===== src/rtl/imm_pkg.sv =====
// Shared definitions for the pipelined immediate generator: ImmSel encoding
// and the supported datapath widths.
package imm_pkg;

    typedef enum logic [2:0] {
        IMM_I     = 3'd0,
        IMM_S     = 3'd1,
        IMM_B     = 3'd2,
        IMM_U     = 3'd3,
        IMM_J     = 3'd4,
        IMM_SHAMT = 3'd5,
        IMM_ZIMM  = 3'd6,
        IMM_ILL   = 3'd7
    } imm_sel_e;

    localparam int XLEN_RV32 = 32;
    localparam int XLEN_RV64 = 64;

endpackage


===== src/rtl/imm_extract.sv =====
// Combinational immediate extraction: reorders instruction fields per ImmSel
// and sign- or zero-extends them to XLEN.
module imm_extract
    import imm_pkg::*;
#(
    parameter int XLEN = 32
) (
    input  logic [31:0]     i_instr,
    input  logic [2:0]      i_sel,
    output logic [XLEN-1:0] o_imm,
    output logic            o_err
);

    logic [31:0]     w_raw;
    logic            w_sext;
    logic [XLEN-1:0] w_ext_mask;
    logic            w_unused_opcode;

    // Opcode bits never contribute to any immediate.
    assign w_unused_opcode = ^i_instr[6:0];

    // Field selection; w_raw is already sign-extended to 32 bits for signed formats.
    always_comb begin
        w_raw  = 32'd0;
        w_sext = 1'b0;
        o_err  = 1'b0;
        case (imm_sel_e'(i_sel))
            IMM_I: begin
                w_raw  = {{20{i_instr[31]}}, i_instr[31:20]};
                w_sext = 1'b1;
            end
            IMM_S: begin
                w_raw  = {{20{i_instr[31]}}, i_instr[31:25], i_instr[11:7]};
                w_sext = 1'b1;
            end
            IMM_B: begin
                w_raw  = {{19{i_instr[31]}}, i_instr[31], i_instr[7],
                          i_instr[30:25], i_instr[11:8], 1'b0};
                w_sext = 1'b1;
            end
            IMM_U: begin
                w_raw  = {i_instr[31:12], 12'd0};
                w_sext = 1'b1;
            end
            IMM_J: begin
                w_raw  = {{11{i_instr[31]}}, i_instr[31], i_instr[19:12],
                          i_instr[20], i_instr[30:21], 1'b0};
                w_sext = 1'b1;
            end
            IMM_SHAMT: begin
                w_raw = (XLEN == XLEN_RV64) ? {26'd0, i_instr[25:20]}
                                            : {27'd0, i_instr[24:20]};
            end
            IMM_ZIMM: begin
                w_raw = {27'd0, i_instr[19:15]};
            end
            IMM_ILL: begin
                o_err = 1'b1;
            end
            default: begin
                o_err = 1'b1;
            end
        endcase
    end

    // Upper XLEN-32 bits; empty when XLEN is 32.
    assign w_ext_mask = ~XLEN'(32'hFFFF_FFFF);
    assign o_imm = (w_sext && w_raw[31]) ? (XLEN'(w_raw) | w_ext_mask) : XLEN'(w_raw);

endmodule


===== src/rtl/imm_gen_pipe.sv =====
// Pipelined immediate generator: one-cycle latency with a 2-entry skid buffer
// (output register + skid register), synchronous flush and illegal-select counter.
module imm_gen_pipe
    import imm_pkg::*;
#(
    parameter int XLEN  = 32,
    parameter int TAG_W = 8,
    parameter int CNT_W = 16
) (
    input  logic             clk,
    input  logic             rst_n,
    input  logic             flush,
    input  logic             in_valid,
    output logic             in_ready,
    input  logic [31:0]      in_instr,
    input  logic [2:0]       in_sel,
    input  logic [TAG_W-1:0] in_tag,
    output logic             out_valid,
    input  logic             out_ready,
    output logic [XLEN-1:0]  out_imm,
    output logic             out_err,
    output logic [TAG_W-1:0] out_tag,
    output logic [CNT_W-1:0] err_cnt
);

    logic [XLEN-1:0]  w_imm;
    logic             w_err;
    logic             w_accept;
    logic             w_out_fire;
    logic             w_load_out;
    logic             w_load_skid;

    logic             r_out_valid;
    logic [XLEN-1:0]  r_out_imm;
    logic             r_out_err;
    logic [TAG_W-1:0] r_out_tag;
    logic             r_skid_valid;
    logic [XLEN-1:0]  r_skid_imm;
    logic             r_skid_err;
    logic [TAG_W-1:0] r_skid_tag;
    logic [CNT_W-1:0] r_err_cnt;

    imm_extract #(.XLEN(XLEN)) u_extract (
        .i_instr (in_instr),
        .i_sel   (in_sel),
        .o_imm   (w_imm),
        .o_err   (w_err)
    );

    assign in_ready    = !r_skid_valid;
    assign w_accept    = in_valid && in_ready;
    assign w_out_fire  = r_out_valid && out_ready;
    assign w_load_out  = w_accept && (!r_out_valid || out_ready);
    assign w_load_skid = w_accept && !w_load_out;

    // Output/skid registers; skid is only ever occupied while the output is stalled.
    always_ff @(posedge clk or negedge rst_n) begin
        if (!rst_n) begin
            r_out_valid  <= 1'b0;
            r_out_imm    <= '0;
            r_out_err    <= 1'b0;
            r_out_tag    <= '0;
            r_skid_valid <= 1'b0;
            r_skid_imm   <= '0;
            r_skid_err   <= 1'b0;
            r_skid_tag   <= '0;
        end else if (flush) begin
            r_out_valid  <= 1'b0;
            r_skid_valid <= 1'b0;
        end else if (w_load_out) begin
            r_out_valid <= 1'b1;
            r_out_imm   <= w_imm;
            r_out_err   <= w_err;
            r_out_tag   <= in_tag;
        end else if (w_load_skid) begin
            r_skid_valid <= 1'b1;
            r_skid_imm   <= w_imm;
            r_skid_err   <= w_err;
            r_skid_tag   <= in_tag;
        end else if (w_out_fire && r_skid_valid) begin
            r_out_imm    <= r_skid_imm;
            r_out_err    <= r_skid_err;
            r_out_tag    <= r_skid_tag;
            r_skid_valid <= 1'b0;
        end else if (w_out_fire) begin
            r_out_valid <= 1'b0;
        end
    end

    // Counts every accepted illegal select, flushed or not, saturating at all-ones.
    always_ff @(posedge clk or negedge rst_n) begin
        if (!rst_n) begin
            r_err_cnt <= '0;
        end else if (w_accept && w_err && (r_err_cnt != {CNT_W{1'b1}})) begin
            r_err_cnt <= r_err_cnt + CNT_W'(1);
        end
    end

    assign out_valid = r_out_valid;
    assign out_imm   = r_out_imm;
    assign out_err   = r_out_err;
    assign out_tag   = r_out_tag;
    assign err_cnt   = r_err_cnt;

endmodule


===== config.mk =====
export PLATFORM = sky130hd
export DESIGN_NAME = imm_gen_pipe
export DESIGN_NICKNAME = d
export VERILOG_FILES = /design/src/rtl/imm_pkg.sv /design/src/rtl/imm_extract.sv /design/src/rtl/imm_gen_pipe.sv
export SDC_FILE = /design/constraint.sdc
export NUM_CORES = 1
export LEC_CHECK = 0
export BUFFER_PORTS_ARGS = -buffer_cell sky130_fd_sc_hd__buf_2
export CAP_MARGIN = 10
export CORE_MARGIN = 2
export CORE_UTILIZATION = 55
export DETAILED_ROUTE_END_ITERATION = 6
export PLACE_DENSITY = 0.79
export SYNTH_ARGS = -nofsm -noshare
export SYNTH_HDL_FRONTEND = slang
export SYNTH_SLANG_ARGS = --single-unit

===== constraint.sdc =====
create_clock -name clk -period 2.1 [get_ports clk]
set_clock_uncertainty 0.05 [all_clocks]
set_input_delay 0.21 -clock clk [delete_from_list [all_inputs] [get_ports clk]]
set_output_delay 0.21 -clock clk [all_outputs]
set_load 0.005 [all_outputs]

## Word-level counts from Yosys, hierarchy flattened

Cells that the tools add are included.

- Flip-flop bits (word level): 100
- Output and inout bits: 59
- Bits of input ports: 48
- Word-level logic and storage cells: 63

- Reduce and logical (&&, ||, !) cells: 19
- Multiplexer cells: 20
- Bitwise gates (word level): 2
- Equality and inequality tests: 12
- Add/sub/neg operators: 1

Operator list:

| cell | count |
|---|---|
| $pmux W32 S7 | 1 |
| $mux W32 | 3 |
| $mux W8 | 3 |
| $add A16 B1 Y16 const B | 1 |
| $ne A16 B16 Y1 const B | 1 |
| $mux W1 | 13 |
| $eq A3 B3 Y1 const B | 4 |
| $reduce_and A3 Y1 | 3 |
| $logic_and A1 B1 Y1 | 7 |
| $eq A3 B2 Y1 const B | 2 |
| $ne A3 B3 Y1 const B | 2 |
| $reduce_bool A3 Y1 | 2 |
| $ne A2 B2 Y1 const B | 2 |
| $eq A3 B1 Y1 const B | 1 |
| $logic_not A1 Y1 | 3 |
| $logic_not A3 Y1 | 1 |
| $not A1 Y1 | 2 |
| $reduce_and A2 Y1 | 1 |
| $reduce_bool A2 Y1 | 1 |
| $logic_or A1 B1 Y1 | 1 |

## Longest topological paths before layout

- Word-level depth: 8
- Gate-level depth with buffers: 8
- Depth with buffers taken out: 5

## Modules after synthesis

From an unflattened synthesis, not the netlist that was laid out.

- Cells, all modules: 437
- Area total of the unflattened synthesis: 4,873.4 sq um

Modules (own cells, without submodules):

| module | cells each | times used | area an instance (sq um) | seq. area each (sq um) |
|---|---|---|---|---|
| imm_gen_pipe | 350 | 1 | 4,276.6 | 2,502.4 |
| imm_extract | 87 | 1 | 596.8 | 0.0 |

## Least setup slack after synthesis

Ideal clock, no wire load.

- Kind: register to register
- Start point: register r_err_cnt[0] (netlist: err_cnt[0])
- End point: register r_err_cnt[1] (netlist: err_cnt[1])
- Cell stages (with the launch flop): 6
- Data arrival time: 1.564 ns
- Path buffers: 0
- Path slack: 0.361 ns
- Clock period less this slack: 1.739 ns
- Library setup time: 0.125 ns
- Data required time: 1.925 ns
- Cells stage by stage: dfrtp_1 > ha_1 > nand3_1 > nor3_1 > a21oi_1 > mux2_2

- Longest elaborated chain between the ends: 2
- Elaborated cells between the ends (all ways): 3
- Those cells by class: add/sub (1); eq/ne (1); reduce/logical (1)

RTL lines:

| element | RTL line | text |
|---|---|---|
| from (decl) | imm_gen_pipe.sv:41 | `logic [CNT_W-1:0] r_err_cnt;` |
| from (signal assigned) | imm_gen_pipe.sv:95 | `r_err_cnt <= r_err_cnt + CNT_W'(1);` |
| branches (longest 2 deep; another with $add A16 B1 Y16) | n/a |  |

Parallel ways; which one is timed is not known.
A chain may end at the register's enable or synchronous reset.

## Worst setup path in the final report

- Start point: register r_skid_valid
- End point: register r_out_tag[2] (netlist: out_tag[2])

- Longest elaborated chain between the ends: 7
- Elaborated cells between the ends (all ways): 10
- Those cells by class: eq/ne (1); mux (1); reduce/logical (8)

RTL lines:

| element | RTL line | text |
|---|---|---|
| from (decl) | imm_gen_pipe.sv:37 | `logic r_skid_valid;` |
| from (signal assigned) | imm_gen_pipe.sv:63 | `r_skid_valid <= 1'b0;` |
| from (signal assigned) | imm_gen_pipe.sv:69 | `r_skid_valid <= 1'b0;` |
| from (signal assigned) | imm_gen_pipe.sv:76 | `r_skid_valid <= 1'b1;` |
| $logic_not A1 Y1 | imm_gen_pipe.sv:50 | `assign in_ready = !r_skid_valid;` |
| $logic_and A1 B1 Y1 | imm_gen_pipe.sv:51 | `assign w_accept = in_valid && in_ready;` |
| $logic_and A1 B1 Y1 | imm_gen_pipe.sv:53 | `assign w_load_out = w_accept && (!r_out_valid \|\| out_ready);` |
| $logic_not A1 Y1 | imm_gen_pipe.sv:54 | `assign w_load_skid = w_accept && !w_load_out;` |
| $logic_and A1 B1 Y1 | imm_gen_pipe.sv:54 |  |
| $ne A2 B2 Y1 (no source line) | n/a |  |
| $reduce_and A3 Y1 (no source line) | n/a |  |
| to (signal assigned) | imm_gen_pipe.sv:74 | `r_out_tag <= in_tag;` |
| to (signal assigned) | imm_gen_pipe.sv:83 | `r_out_tag <= r_skid_tag;` |
| to (decl) | imm_gen_pipe.sv:36 | `logic [TAG_W-1:0] r_out_tag;` |

Several ways; a longest one is shown, not always the timed one.

==> impl_metrics.csv <==
group,metric,value,unit
synthesis,avgSynthCellArea,8.75,um2
finish,seqCellArea,2500,um2
finish,mostFrequentLayoutCells,"100 x dfrtp_1, 98 x buf_2, 93 x nand2_1, 77 x o21ai_0, 56 x nor2_1",
drt,via_count,4578,
floorplanning,die_y,99.8,um
drt,viasPerCell,5.87,
floorplanning,core_area,8810,um2
global_routing,grt_pass1_wl,21.2,mm
cts,path_clk_slew,90,ps
timing,tightest_slew,607,ps
cts,cts_inserted_buffers,9,
floorplanning,row_count,34,
timing,layout_min_cycle_time,1900,ps
setup_path,worstSetupEndpointType,"flop",
timing,setup_tns,0,ps
setup_path,crit_fanout,17,
worst_hold_path,worstHoldEndpoint,"r_skid_tag[4]",
worst_hold_path,hold_start,"in_tag[4]",
pwr,ir_drop,0.483,mV
setup_path,reg2reg_slack,200,ps
setup_path,cp.required,2330,ps
placement,gp_congestion,0.833,
finish,multiInputGateArea,2310,um2
setup_path,cp_slowest_cell,"a211oi_4",
global_routing,grt_usage,26.6,%
run,cap_viol_max_count,0,
finish,antennaDiodeCount,0,
cts,cts_setup_buffers,0,
global_routing,grt-ovfl-total,0,
placement,dp_hpwl,8.59,mm
synthesis,ys_ff_latch,100,
timing,slew_violations,0,
drt,drc,0,
floorplanning,die-area,9960,um2
synthesis,ys_seq_area_share,49.6,%
timing,slew_headroom,59.4,%
drt,wl,12.8,mm
synthesis,syn_area,5050,um2
drt,met3_length,797,um
finish,final_core_util,67.2,%
cts,clockRootBuffer,"clkbuf_8",
setup_path,cp_data_arrival_time,2140,ps
cts,cts_htree_levels,3,
synthesis,synth_cells,577,
drt,drt_pass1_iterations,4,
finish,fin_nets,717,
finish,area_growth,17.1,%
timing,fmax,525,MHz
worst_hold_path,min_path_cells,3,
setup_path,reg2reg_depth,5,
drt,ant_nets,0,
global_routing,grt_pass1_vias,4302,
floorplanning,start_util,57.3,%
setup_path,path_class,"reg2reg",
timing,rsz0062_at_grt,"false",
placement,portBuffers,99,
synthesis,syn_nets,626,
finish,layout.cells.most_common,"dfrtp_1",
pwr,leakage,0.00276,uW
status,status,"completed",
drt,highest_layer,"met4",
floorplanning,num_io_pins,107,
drt,wl_per_cell,16.4,um
cts,cts_tree,"yes",
finish,drive_above_1_share,22.2,%
timing,fin_hold_ws,18.1,ps
global_routing,grt_start_max_net_pins,50,
cts,clockBufferDepth,2,
drt,drtIter0Drc,240,
synthesis,synthFlopType,"dfrtp_1",
synthesis,ys_async_sr_fraction,100,%
pwr,powerDensity,822,nW/um2
timing,min_period_over_period,90.7,%
cts,cts.sinks,100,
setup_path,crit_chain,"nand2b_4 -> a211oi_4 -> buf_4 -> nor2_1 -> a31oi_1",
setup_path,timing.rr.start,"r_skid_valid",
floorplanning,die_w,99.8,um
timing,finalSetupViolations,0,
worst_hold_path,worstHoldPathType,"in2reg",
global_routing,antenna_found_initial,0,
setup_path,timing.rr.end,"out_tag[2]",
drt,dr_wl_met2,6.18,mm
finish,num-fill-cells,742,
timing,hold_viol,0,
synthesis,synth_edf_count,0,
synthesis,synth_cell_type_count,47,
synthesis,ys_warn_count,0,
drt,wl_met1,5.64,mm
setup_path,critPathMaxStageDelay,540,ps
setup_path,start_kind,"flop",
cts,clk-insertion-delay-late,360,ps
[kinds of logic (layout without fill, tap and decap cells)]
| logic type | count (synthesis) | in the layout | synth area share (%) |
|---|---|---|---|
| mux | 12 | 12 | 2.58 |
| compound gates | 167 | 167 | 18.4 |
| simple gates | 234 | 234 | 22.1 |
| buf+inv | 49 | 144 | 4.73 |
| fa+ha+maj | 2 | 2 | 0.446 |
| flops | 100 | 100 | 49.6 |
| xor+xnor | 13 | 13 | 2.25 |
[through the flow]
step	cells	total power (uW)	setup WS (ps)	instance area, um2
floorplan	577	3140	361	5050
global placement	758	3600	223	5650
detailed placement	758	3650	208	5650
CTS	780	4880	166	5910
global route	780	5150	25.8	5920
finish	780	4860	195	5920
[synthesized netlist by cell type (6+ instances only)]
| cell | number | area (um2) |
|---|---|---|
| dfrtp_1 | 100 | 2500 |
| nand2_1 | 93 | 349 |
| o21ai_0 | 77 | 385 |
| nor2_1 | 56 | 210 |
| a21oi_1 | 55 | 275 |
| buf_2 | 20 | 100 |
| clkbuf_1 | 20 | 75.1 |
| nand3_1 | 18 | 90.1 |
| and3_1 | 15 | 93.8 |
| nand3b_1 | 14 | 105 |
| a31oi_1 | 12 | 75.1 |
| nor3_1 | 12 | 60.1 |
| xnor2_1 | 12 | 105 |
| nand2b_1 | 9 | 56.3 |
| mux2_2 | 8 | 90.1 |
| a211oi_1 | 6 | 45.0 |
[worst max-delay path, delay by kind of cell, from the launching register on]
family / cells / cell delay (ps)
AOI/OAI and AO/OA: 2 / 700
DFF: 1 / 440
buffers and inverters: 1 / 310
and+or+nand+nor: 2 / 320
[report_power, final]
group | internal [uW] | total (uW) | switching (uW)
Combinational | 488 | 1080 | 596
Clock | 576 | 1230 | 658
Sequential | 2310 | 2540 | 235
[layer usage]
metal / up-vias / GRT usage (%)
met2: 163 / 43.2
li1: 2178 / -
met1: 2221 / 37.5
met3: 16 / 3.97
met5: - / 0
met4: 0 / 8.01
[final cells by class]
type / count / share of cell area (%)
tap: 108 / 2.28
sequential: 100 / 42.3
clock buffer: 11 / 2.39
timing repair buffer: 125 / 12.9
clock inverter: 4 / 0.846
inverter: 4 / 0.254
multi-input combinational: 428 / 39.1
[flip-flops by register name, indices dropped and copies added (netlist names)]
signal,cells
err_cnt,16
out_err,1
out_imm,32
out_tag,8
out_valid,1
r_skid_err,1
r_skid_imm,32
r_skid_tag,8
r_skid_valid,1
[how the worst max path moves through the flow]
stage	slack (ps)	depth (start not counted)	start	to
2_1_floorplan	360	5	err_cnt[0]	err_cnt[1]
3_3_place_gp	220	5	out_valid	out_imm[19]
3_5_place_dp	210	5	out_valid	out_imm[16]
4_1_cts	170	5	out_valid	out_imm[18]
5_1_grt	30	5	r_skid_valid	out_imm[12]
6_report	200	5	r_skid_valid	out_tag[2]
[repair_timing]
item	in CTS	in global routing
endpoints found under the hold margin	45	0
endpoints found under the setup margin	0	2
resized for setup	0	1
hold buffers	7	0
Note: power is estimated with default switching activity, not from simulation.
